$ cat config.mk
export PLATFORM = sky130hd
export DESIGN_NAME = video_timing_gen
export DESIGN_NICKNAME = d
export VERILOG_FILES = /design/src/rtl/vtg_pkg.sv /design/src/rtl/vtg_axis.sv /design/src/rtl/video_timing_gen.sv
export SDC_FILE = /design/constraint.sdc
export NUM_CORES = 1
export LEC_CHECK = 0
export CAP_MARGIN = 30
export CORE_MARGIN = 4
export CORE_UTILIZATION = 55
export CTS_BUF_LIST = sky130_fd_sc_hd__clkbuf_4 sky130_fd_sc_hd__clkbuf_8
export CTS_CLUSTER_SIZE = 24
export DETAILED_ROUTE_END_ITERATION = 10
export PLACE_DENSITY = 0.74
export SYNTH_ARGS = -nofsm -noshare
export SYNTH_HDL_FRONTEND = slang
export SYNTH_SLANG_ARGS = --single-unit
$ cat constraint.sdc
create_clock -name clk_25 -period 2.2 [get_ports clk_25]
set_clock_uncertainty 0.1 [all_clocks]
set_input_delay 0.33 -clock clk_25 [delete_from_list [all_inputs] [get_ports clk_25]]
set_output_delay 0.33 -clock clk_25 [all_outputs]
set_load 0.05 [all_outputs]
$ cat src/rtl/vtg_pkg.sv
// Shared types and helpers for the raster timing generator: per-axis phase
// encoding and the line/frame total-length calculation.
package vtg_pkg;

  typedef enum logic [1:0] {
    PH_ACTIVE,
    PH_FP,
    PH_SYNC,
    PH_BP
  } phase_t;

  function automatic int vtg_total(input int active, input int fp, input int sync, input int bp);
    return active + fp + sync + bp;
  endfunction

endpackage

$ cat src/rtl/vtg_axis.sv
// One raster axis: ACTIVE -> FP -> SYNC -> BP phase FSM with a phase-local
// down-counter, absolute position counter and registered sync/active decodes.
module vtg_axis
  import vtg_pkg::*;
#(
  parameter int ACTIVE = 640,
  parameter int FP     = 16,
  parameter int SYNC   = 96,
  parameter int BP     = 48,
  parameter int POL    = 0,
  parameter int CNT_W  = 10
) (
  input  logic             clk_25,
  input  logic             rst,
  input  logic             tick,
  output logic [CNT_W-1:0] count,
  output logic             wrap,
  output logic             sync,
  output logic             active
);

  localparam int TOTAL = vtg_total(ACTIVE, FP, SYNC, BP);

  if (ACTIVE < 1 || FP < 1 || SYNC < 1 || BP < 1) begin : g_bad_len
    $error("vtg_axis: every phase length must be at least 1");
  end
  if (TOTAL > (2 ** CNT_W)) begin : g_bad_width
    $error("vtg_axis: axis total does not fit in CNT_W bits");
  end

  localparam logic [CNT_W-1:0] ACTIVE_M1 = CNT_W'(ACTIVE - 1);
  localparam logic [CNT_W-1:0] FP_M1     = CNT_W'(FP - 1);
  localparam logic [CNT_W-1:0] SYNC_M1   = CNT_W'(SYNC - 1);
  localparam logic [CNT_W-1:0] BP_M1     = CNT_W'(BP - 1);
  localparam logic             SYNC_ON   = (POL != 0);

  phase_t           phase_q, phase_d;
  logic [CNT_W-1:0] left_q, left_d;
  logic [CNT_W-1:0] count_q, count_d;
  logic             sync_q, sync_d;
  logic             active_q, active_d;
  logic             last_pos;

  // The final position of the axis is the last clock of the back porch.
  assign last_pos = (phase_q == PH_BP) && (left_q == '0);

  always_ff @(posedge clk_25) begin
    if (rst) begin
      phase_q  <= PH_ACTIVE;
      left_q   <= ACTIVE_M1;
      count_q  <= '0;
      sync_q   <= ~SYNC_ON;
      active_q <= 1'b1;
    end else begin
      phase_q  <= phase_d;
      left_q   <= left_d;
      count_q  <= count_d;
      sync_q   <= sync_d;
      active_q <= active_d;
    end
  end

  always_comb begin
    phase_d  = phase_q;
    left_d   = left_q;
    count_d  = count_q;
    sync_d   = sync_q;
    active_d = active_q;
    if (tick) begin
      count_d = last_pos ? '0 : count_q + 1'b1;
      if (left_q == '0) begin
        case (phase_q)
          PH_ACTIVE: begin phase_d = PH_FP;     left_d = FP_M1;     end
          PH_FP:     begin phase_d = PH_SYNC;   left_d = SYNC_M1;   end
          PH_SYNC:   begin phase_d = PH_BP;     left_d = BP_M1;     end
          PH_BP:     begin phase_d = PH_ACTIVE; left_d = ACTIVE_M1; end
          default:   begin phase_d = PH_ACTIVE; left_d = ACTIVE_M1; end
        endcase
      end else begin
        left_d = left_q - 1'b1;
      end
      // Decodes follow the next phase so they line up with the next count.
      sync_d   = (phase_d == PH_SYNC) ? SYNC_ON : ~SYNC_ON;
      active_d = (phase_d == PH_ACTIVE);
    end
  end

  assign count  = count_q;
  assign wrap   = last_pos;
  assign sync   = sync_q;
  assign active = active_q;

endmodule

$ cat src/rtl/video_timing_gen.sv
// Parametrised raster timing generator (counters, syncs, active, strobes).
// Optional feature macro: VTG_FRAME_CNT_EN adds a 16-bit frame_count output.
module video_timing_gen
  import vtg_pkg::*;
#(
  parameter int H_ACTIVE = 640,
  parameter int H_FP     = 16,
  parameter int H_SYNC   = 96,
  parameter int H_BP     = 48,
  parameter int V_ACTIVE = 480,
  parameter int V_FP     = 10,
  parameter int V_SYNC   = 2,
  parameter int V_BP     = 33,
  parameter int H_POL    = 0,
  parameter int V_POL    = 0,
  parameter int CNT_W    = 10
) (
  input  logic             clk_25,
  input  logic             rst,
  input  logic             en,
  output logic [CNT_W-1:0] x_count,
  output logic [CNT_W-1:0] y_count,
  output logic             hsync,
  output logic             vsync,
  output logic             active_pixel,
  output logic             line_start,
  output logic             frame_start
`ifdef VTG_FRAME_CNT_EN
  ,
  output logic [15:0]      frame_count
`endif
);

  logic h_wrap, v_wrap;
  logic h_active, v_active;
  logic tick_v;
  logic line_start_q, line_start_d;
  logic frame_start_q, frame_start_d;

  // Vertical advances only on the edge where the line wraps.
  assign tick_v = en & h_wrap;

  vtg_axis #(
    .ACTIVE(H_ACTIVE), .FP(H_FP), .SYNC(H_SYNC), .BP(H_BP),
    .POL(H_POL), .CNT_W(CNT_W)
  ) u_h_axis (
    .clk_25 (clk_25),
    .rst    (rst),
    .tick   (en),
    .count  (x_count),
    .wrap   (h_wrap),
    .sync   (hsync),
    .active (h_active)
  );

  vtg_axis #(
    .ACTIVE(V_ACTIVE), .FP(V_FP), .SYNC(V_SYNC), .BP(V_BP),
    .POL(V_POL), .CNT_W(CNT_W)
  ) u_v_axis (
    .clk_25 (clk_25),
    .rst    (rst),
    .tick   (tick_v),
    .count  (y_count),
    .wrap   (v_wrap),
    .sync   (vsync),
    .active (v_active)
  );

  assign active_pixel = h_active & v_active;

  always_ff @(posedge clk_25) begin
    if (rst) begin
      line_start_q  <= 1'b1;
      frame_start_q <= 1'b1;
    end else begin
      line_start_q  <= line_start_d;
      frame_start_q <= frame_start_d;
    end
  end

  always_comb begin
    line_start_d  = line_start_q;
    frame_start_d = frame_start_q;
    if (en) begin
      line_start_d  = h_wrap;
      frame_start_d = h_wrap & v_wrap;
    end
  end

  assign line_start  = line_start_q;
  assign frame_start = frame_start_q;

`ifdef VTG_FRAME_CNT_EN
  logic [15:0] frame_count_q, frame_count_d;

  always_ff @(posedge clk_25) begin
    if (rst) begin
      frame_count_q <= '0;
    end else begin
      frame_count_q <= frame_count_d;
    end
  end

  always_comb begin
    frame_count_d = frame_count_q;
    if (en && h_wrap && v_wrap) begin
      frame_count_d = frame_count_q + 16'd1;
    end
  end

  assign frame_count = frame_count_q;
`endif

endmodule

==> results of run 1 <==
==> layout by cell type (no fill, tap or decap), types with 2 or more instances in the layout <==
cell,synthesis,final
nand4_1,6,6
o32a_1,5,5
xnor2_1,3,3
a211o_2,2,2
inv_1,9,9
a21oi_1,20,20
nand3_1,13,13
o21ai_0,27,27
o31ai_1,3,3
a211oi_1,4,4
nor2b_1,4,4
nand2b_1,3,3
a22oi_1,3,3
a22o_1,2,2
nand2_1,19,19
or4_1,2,2
and3_2,3,4
xor2_1,6,6
nor2_1,42,42
nor4_2,2,2
and2_1,2,2
clkbuf_4,0,2
clkdlybuf4s50_1,0,27
buf_4,2,19
nor4_1,4,4
a311oi_1,2,2
nor3_1,7,7
a31oi_1,4,4
and2b_2,2,2
ha_1,15,15
nand3b_1,2,2
a221o_1,2,2
dfxtp_1,50,50
o21bai_1,3,3
clkbuf_8,0,5
o21ai_1,2,2
==> area by class of cell <==
type                       instances  area (um2)
clock buffer                       7       83.83
clock inverter                     1       30.03
fill                             365        1318
inverter                          10       37.54
multi-input combinational        240        1556
sequential                        50        1001
tap                               52       65.06
timing repair buffer              46       412.9
==> worst min-delay path by stage <==
stage                                            start                            to  depth (start not counted)
after floorplan           u_h_axis.active$_SDFFE_PP1P_  u_h_axis.active$_SDFFE_PP1P_                          1
after global placement      u_v_axis.sync$_SDFFE_PP1P_    u_v_axis.sync$_SDFFE_PP1P_                          1
after detailed placement    u_v_axis.sync$_SDFFE_PP1P_    u_v_axis.sync$_SDFFE_PP1P_                          1
after CTS                   u_v_axis.sync$_SDFFE_PP1P_    u_v_axis.sync$_SDFFE_PP1P_                          1
after global routing        u_v_axis.sync$_SDFFE_PP1P_    u_v_axis.sync$_SDFFE_PP1P_                          1
final                       u_v_axis.sync$_SDFFE_PP1P_    u_v_axis.sync$_SDFFE_PP1P_                          1
==> per-layer routing <==
layer	vias to the layer above	wire (um)	part of all wire, %	GRT usage [%]
met1	1076	2755	48	27.37
met5	-	0	0	0
met4	0	61	1.1	4.804
li1	1217	-	-	-
met2	52	2717	47	33.94
met3	9	231	4.0	4.861
==> sequential cells by signal (all words and copies together), names as in the netlist <==
| name | cells |
|---|---|
| u_v_axis.left_q | 10 |
| frame_start | 1 |
| u_h_axis.left_q | 10 |
| u_v_axis.count | 10 |
| u_h_axis.active | 1 |
| line_start | 1 |
| u_h_axis.count | 10 |
| u_h_axis.phase_q | 2 |
| u_h_axis.sync | 1 |
| u_v_axis.active | 1 |
| u_v_axis.phase_q | 2 |
| u_v_axis.sync | 1 |
==> stage by stage <==
stage	cell area, um2	total power, mW
global placement	3065	1.079
detailed placement	3065	1.081
floorplan	2649	1.034
CTS	3179	1.746
global route	3187	1.791
finish	3187	1.725
==> cells by family (layout without fill, tap and decap cells) <==
kind of cell	after synthesis	count (layout)	share of synthesized area [%]
adder cells (fa/ha/maj)	15	15	7.085
buffers and inverters	23	64	3.732
XOR/XNOR	9	9	2.976
flip-flops	50	50	37.79
multiplexers	1	1	0.3779
AO/OA/AOI/OAI	88	88	21.97
AND/OR/NAND/NOR	127	127	26.08
==> power breakdown <==
group          internal [mW]  total, mW  leakage [nW]  switching (mW)
clock                  0.365      0.666        0.0593           0.301
combinational         0.0474      0.129         0.706          0.0814
sequential             0.917      0.930         0.406          0.0133
total                   1.33       1.73          1.17           0.396
==> what timing repair did <==
action,CTS,global route
hold buffers,0,0
resized for setup,0,2
setup endpoints to repair,0,2
==> results_dict.tcl, run 1 <==
set metrics [dict create \
    outcome "finished clean" \
    reg2regPathDepth 8 \
    maxSlewViolCount 0 \
    ys.flop_type "dfxtp_1" \
    numClockSinks 50 \
    vias_per_cell 5.798 \
    wl_um 5766 \
    start_util_pct 58.81 \
    critPathSlowestCell "clkdlybuf4s50_1" \
    cts_buffers 5 \
    instances_no_fill 406 \
    synth_top_area_share_pct 37.79 \
    hold_viol 0 \
    rows 24 \
    wl_per_cell_um 14.20 \
    grt_pass1_wl_um 10340 \
    crit_buf_inv 1 \
    ys_async_sr_fraction_pct 0 \
    drtIter0Drc 132 \
    synth_area_um2 2649 \
    power_per_cell_area_nw_per_um2 541.4 \
    hp-class "reg2reg" \
    post_cts_buffers 0 \
    cp-end-kind "primary output" \
    synth_most_common_cell "dfxtp_1" \
    clock_path_buffers 2 \
    cpPeakStageDelay_ps 870 \
    die_x_um 77.40 \
    worstSetupPathType "reg2out" \
    pin_count 28 \
    clock.fmax_mhz 482.4 \
    nets 371 \
    ir_drop_v 0.0003301 \
    drive_above_1_share_pct 13.84 \
    cp-start-kind "register" \
    syn_nets 331 \
    reg2reg_to "u_v_axis.count[8]$_SDFFE_PP0P_" \
    ant_nets 0 \
    die_area_um2 5990 \
    htreeDepth 2 \
    post-route-period-util_pct 94.23 \
    syn_inst 313 \
    cp_max_fo 8 \
    grtUsageTotal_pct 20.56 \
    hpwl_um 4202 \
    path_clk_slew_ps 90 \
    period_needed_ps 2073 \
    setup_ws_ps 127.0 \
    crit_path_end "y_count[6]" \
    p_leak_nw 1.171 \
    grt_pass1_vias 2253 \
    dp.cells 398 \
    yosys-top-cells-count "50 x dfxtp_1, 42 x nor2_1, 27 x o21ai_0" \
    yosysWarnings 0 \
    insertion_delay_ps 300 \
    grt_setup_unrepaired "no" \
    setup_viol 0 \
    antenna_found_initial 0 \
    cp_data_arrival_time_ps 1640 \
    core-area_um2 4504 \
    relSlewSlack_pct 64.74 \
    synth_cell_type_count 62 \
    worst_pin_slew_ps 527.3 \
    path_cells "clkdlybuf4s50_1" \
    synth.avg_cell_area_um2 8.463 \
    reg2reg_slack_ps 180 \
    cts_tree "done" \
    setup_tns_ps 0 \
    whs_ps 370.0 \
    die_h_um 77.40 \
    gr-total-overflow 0 \
    cts-root-buf "clkbuf_8" \
    grt_max_degree 22 \
    dr.pass1.iters 4 \
    cpLargestDelayFamily "buffers and inverters" \
    synth-seq-cells 50 \
    port-buffer-count 27 \
    preCtsSetupSlack_ps 102.7 \
    gp_congestion 0.8449 \
    crit_required_ps 1770 \
    synth_area_leaders "dfxtp_1 38%, ha_1 7.1%, nor2_1 6.0%" \
    maxCapViolations 0 \
    post-route-util_pct 70.75 \
    regToRegStartpoint "u_v_axis.left_q[0]$_SDFFE_PP1P_" \
    path_depth 1 \
    n_antenna_cell 0 \
    crit_start "u_v_axis.count[6]$_SDFFE_PP0P_" \
    area_growth_pct 20.31 \
    synth-seq-area-share_pct 37.79 \
    drc 0 \
    synth_edf_count 0 \
    vias 2354 \
    yosysTopAreaCell "dfxtp_1" \
]
Power figures use the tool's default switching activity.
==> inputs of run 2 (changes only) <==
--- a/config.mk
+++ b/config.mk
@@ -6,12 +6,14 @@
 export NUM_CORES = 1
 export LEC_CHECK = 0
 export CAP_MARGIN = 30
+export CELL_PAD_IN_SITES_DETAIL_PLACEMENT = 1
+export CELL_PAD_IN_SITES_GLOBAL_PLACEMENT = 1
 export CORE_MARGIN = 4
-export CORE_UTILIZATION = 55
+export CORE_UTILIZATION = 44
 export CTS_BUF_LIST = sky130_fd_sc_hd__clkbuf_4 sky130_fd_sc_hd__clkbuf_8
 export CTS_CLUSTER_SIZE = 24
 export DETAILED_ROUTE_END_ITERATION = 10
-export PLACE_DENSITY = 0.74
+export PLACE_DENSITY = 0.78
 export SYNTH_ARGS = -nofsm -noshare
 export SYNTH_HDL_FRONTEND = slang
 export SYNTH_SLANG_ARGS = --single-unit
==> results_dict.tcl, run 2 (synthesis results as in run 1) <==
set metrics [dict create \
    outcome "finished clean" \
    mostFrequentLayoutCell "dfxtp_1" \
    vias 2442 \
    final_cell_mix "50 x dfxtp_1, 42 x nor2_1, 27 x o21ai_0, 27 x clkdlybuf4s50_1, 20 x buf_4" \
    numClockSinks 50 \
    core-area_um2 5675 \
    cts-root-buf "clkbuf_8" \
    ant_nets 0 \
    port-buffer-count 27 \
    cts_hold_buf 0 \
    cts_buffers 5 \
    path_clk_slew_ps 100 \
    fill_cells 674 \
    pwr-share-comb_pct 8.2 \
    swShare_pct 24.90 \
    power_per_cell_area_nw_per_um2 519.2 \
    cp-start-kind "register" \
    nets 373 \
    p_total_mw 1.678 \
    wl_per_cell_um 16.25 \
    clock.fmax_mhz 486.1 \
    intPower_mw 1.260 \
    area_growth_pct 22.01 \
    hpwl_um 5095 \
    dp.cells 420 \
    antenna_found_initial 0 \
    drive_above_1_share_pct 14.33 \
    place_area_um2 3118 \
    n_antenna_cell 0 \
    cp_data_arrival_time_ps 1630 \
    die_h_um 85.59 \
    maxSlewViolCount 0 \
    post-route-period-util_pct 93.50 \
    power.switching_mw 0.4178 \
    p_leak_nw 1.179 \
    gr-total-overflow 0 \
    instances_no_fill 428 \
    crit_required_ps 1770 \
    post-route-cell-area_um2 3232 \
    worst_pin_slew_ps 521.8 \
    hp-class "reg2reg" \
    worstSetupPathType "reg2out" \
    relSlewSlack_pct 65.10 \
    critPathSlowestCell "clkdlybuf4s50_1" \
    p_clk_share_pct 36.3 \
    cpPeakStageDelay_ps 850 \
    post_cts_buffers 0 \
    wl_um 6954 \
    post-route-util_pct 56.94 \
    setup_viol 0 \
    rows 27 \
    start_util_pct 46.67 \
    die_area_um2 7326 \
    grt_max_degree 16 \
    clock_path_buffers 2 \
    pin_count 28 \
    gp_congestion 0.7878 \
    htreeDepth 2 \
    grt_pass1_wl_um 12200 \
    grt_pass1_vias 2497 \
    grtUsageTotal_pct 20.46 \
    dr.pass1.iters 4 \
    drc 0 \
    die_x_um 85.59 \
    insertion_delay_ps 300 \
    path_cells "clkdlybuf4s50_1" \
    cpLargestDelayFamily "buffers and inverters" \
    cts_tree "done" \
    ir_drop_v 0.0003248 \
    drtIter0Drc 55 \
    setup_tns_ps 0 \
    maxCapViolations 0 \
    vias_per_cell 5.706 \
    period_needed_ps 2057 \
    grt_setup_unrepaired "no" \
    crit_buf_inv 1 \
    cp_max_fo 8 \
    cp-end-kind "primary output" \
    hold_viol 0 \
    seqPwrFrac_pct 55.5 \
]
[run 2: cell count changes in the layout (fill, tap and decap cells not counted), sizes merged]
cell	previous run	this run
buf	19	21
bufinv	1	0
clkinv	1	2
[run 2: stage by stage]
stage / hold slack (ps) / setup WS [ps]
4_1_cts: 382.8 / 90.04
2_1_floorplan: 352.5 / 249.7
3_5_place_dp: 351.5 / 97.74
6_report: 373.5 / 143.0
5_1_grt: 405.2 / 27.45
3_3_place_gp: 336.5 / 167.5
[run 2: power groups by stage]
stage / Sequential, mW / Clock [mW] / Combinational [mW]
after global routing: 0.934 / 0.681 / 0.152
final: 0.931 / 0.609 / 0.138
after global placement: 0.952 / 0 / 0.136
after CTS: 0.931 / 0.629 / 0.139
after floorplan: 0.971 / 0 / 0.0631
after detailed placement: 0.952 / 0 / 0.137
[run 2: final cells by class]
type / count / area [um2] / share of cell area, %
multi-input cells: 240 / 1558 / 48.20
clock inverters: 1 / 8.758 / 0.2710
inverters: 10 / 37.54 / 1.161
repair buffers: 48 / 440.4 / 13.63
clock buffers: 7 / 96.34 / 2.981
flip-flops and latches: 50 / 1001 / 30.97
well taps: 72 / 90.09 / 2.787
[run 2: path summary, 6_finish.rpt]
path                            depth (start not counted)                              end  slack (ps)                            start
worst max-delay path                                    1                       y_count[6]         140   u_v_axis.count[6]$_SDFFE_PP0P_
worst min-delay path                                    1          line_start$_SDFFE_PP1P_         370          line_start$_SDFFE_PP1P_
worst max register to register                          6  u_v_axis.left_q[7]$_SDFFE_PP1P_         180  u_v_axis.left_q[5]$_SDFFE_PP0P_
worst min register to register                          1          line_start$_SDFFE_PP1P_         370          line_start$_SDFFE_PP1P_
[run 2: worst register-to-register path, cell delays in order, from the launching register on]
cell     delay [ps]
dfxtp_1         370
nor4_2          510
nand3_2         260
nor2_1          250
buf_4           190
a31oi_1          50
o32a_1          190
[run 2: routing by layer]
metal | share of wire, % | global-route usage [%] | vias up
met3 | 2.6 | 3.842 | 6
li1 | - | - | 1221
met1 | 47 | 26.41 | 1186
met2 | 50 | 34.46 | 29
met5 | 0 | 0 | -
met4 | 1.1 | 6.475 | 0
[run 2: timing repair]
action                     CTS  global route
hold endpoints to repair     0             0
setup endpoints to repair    0            10
gates resized for setup      0             2
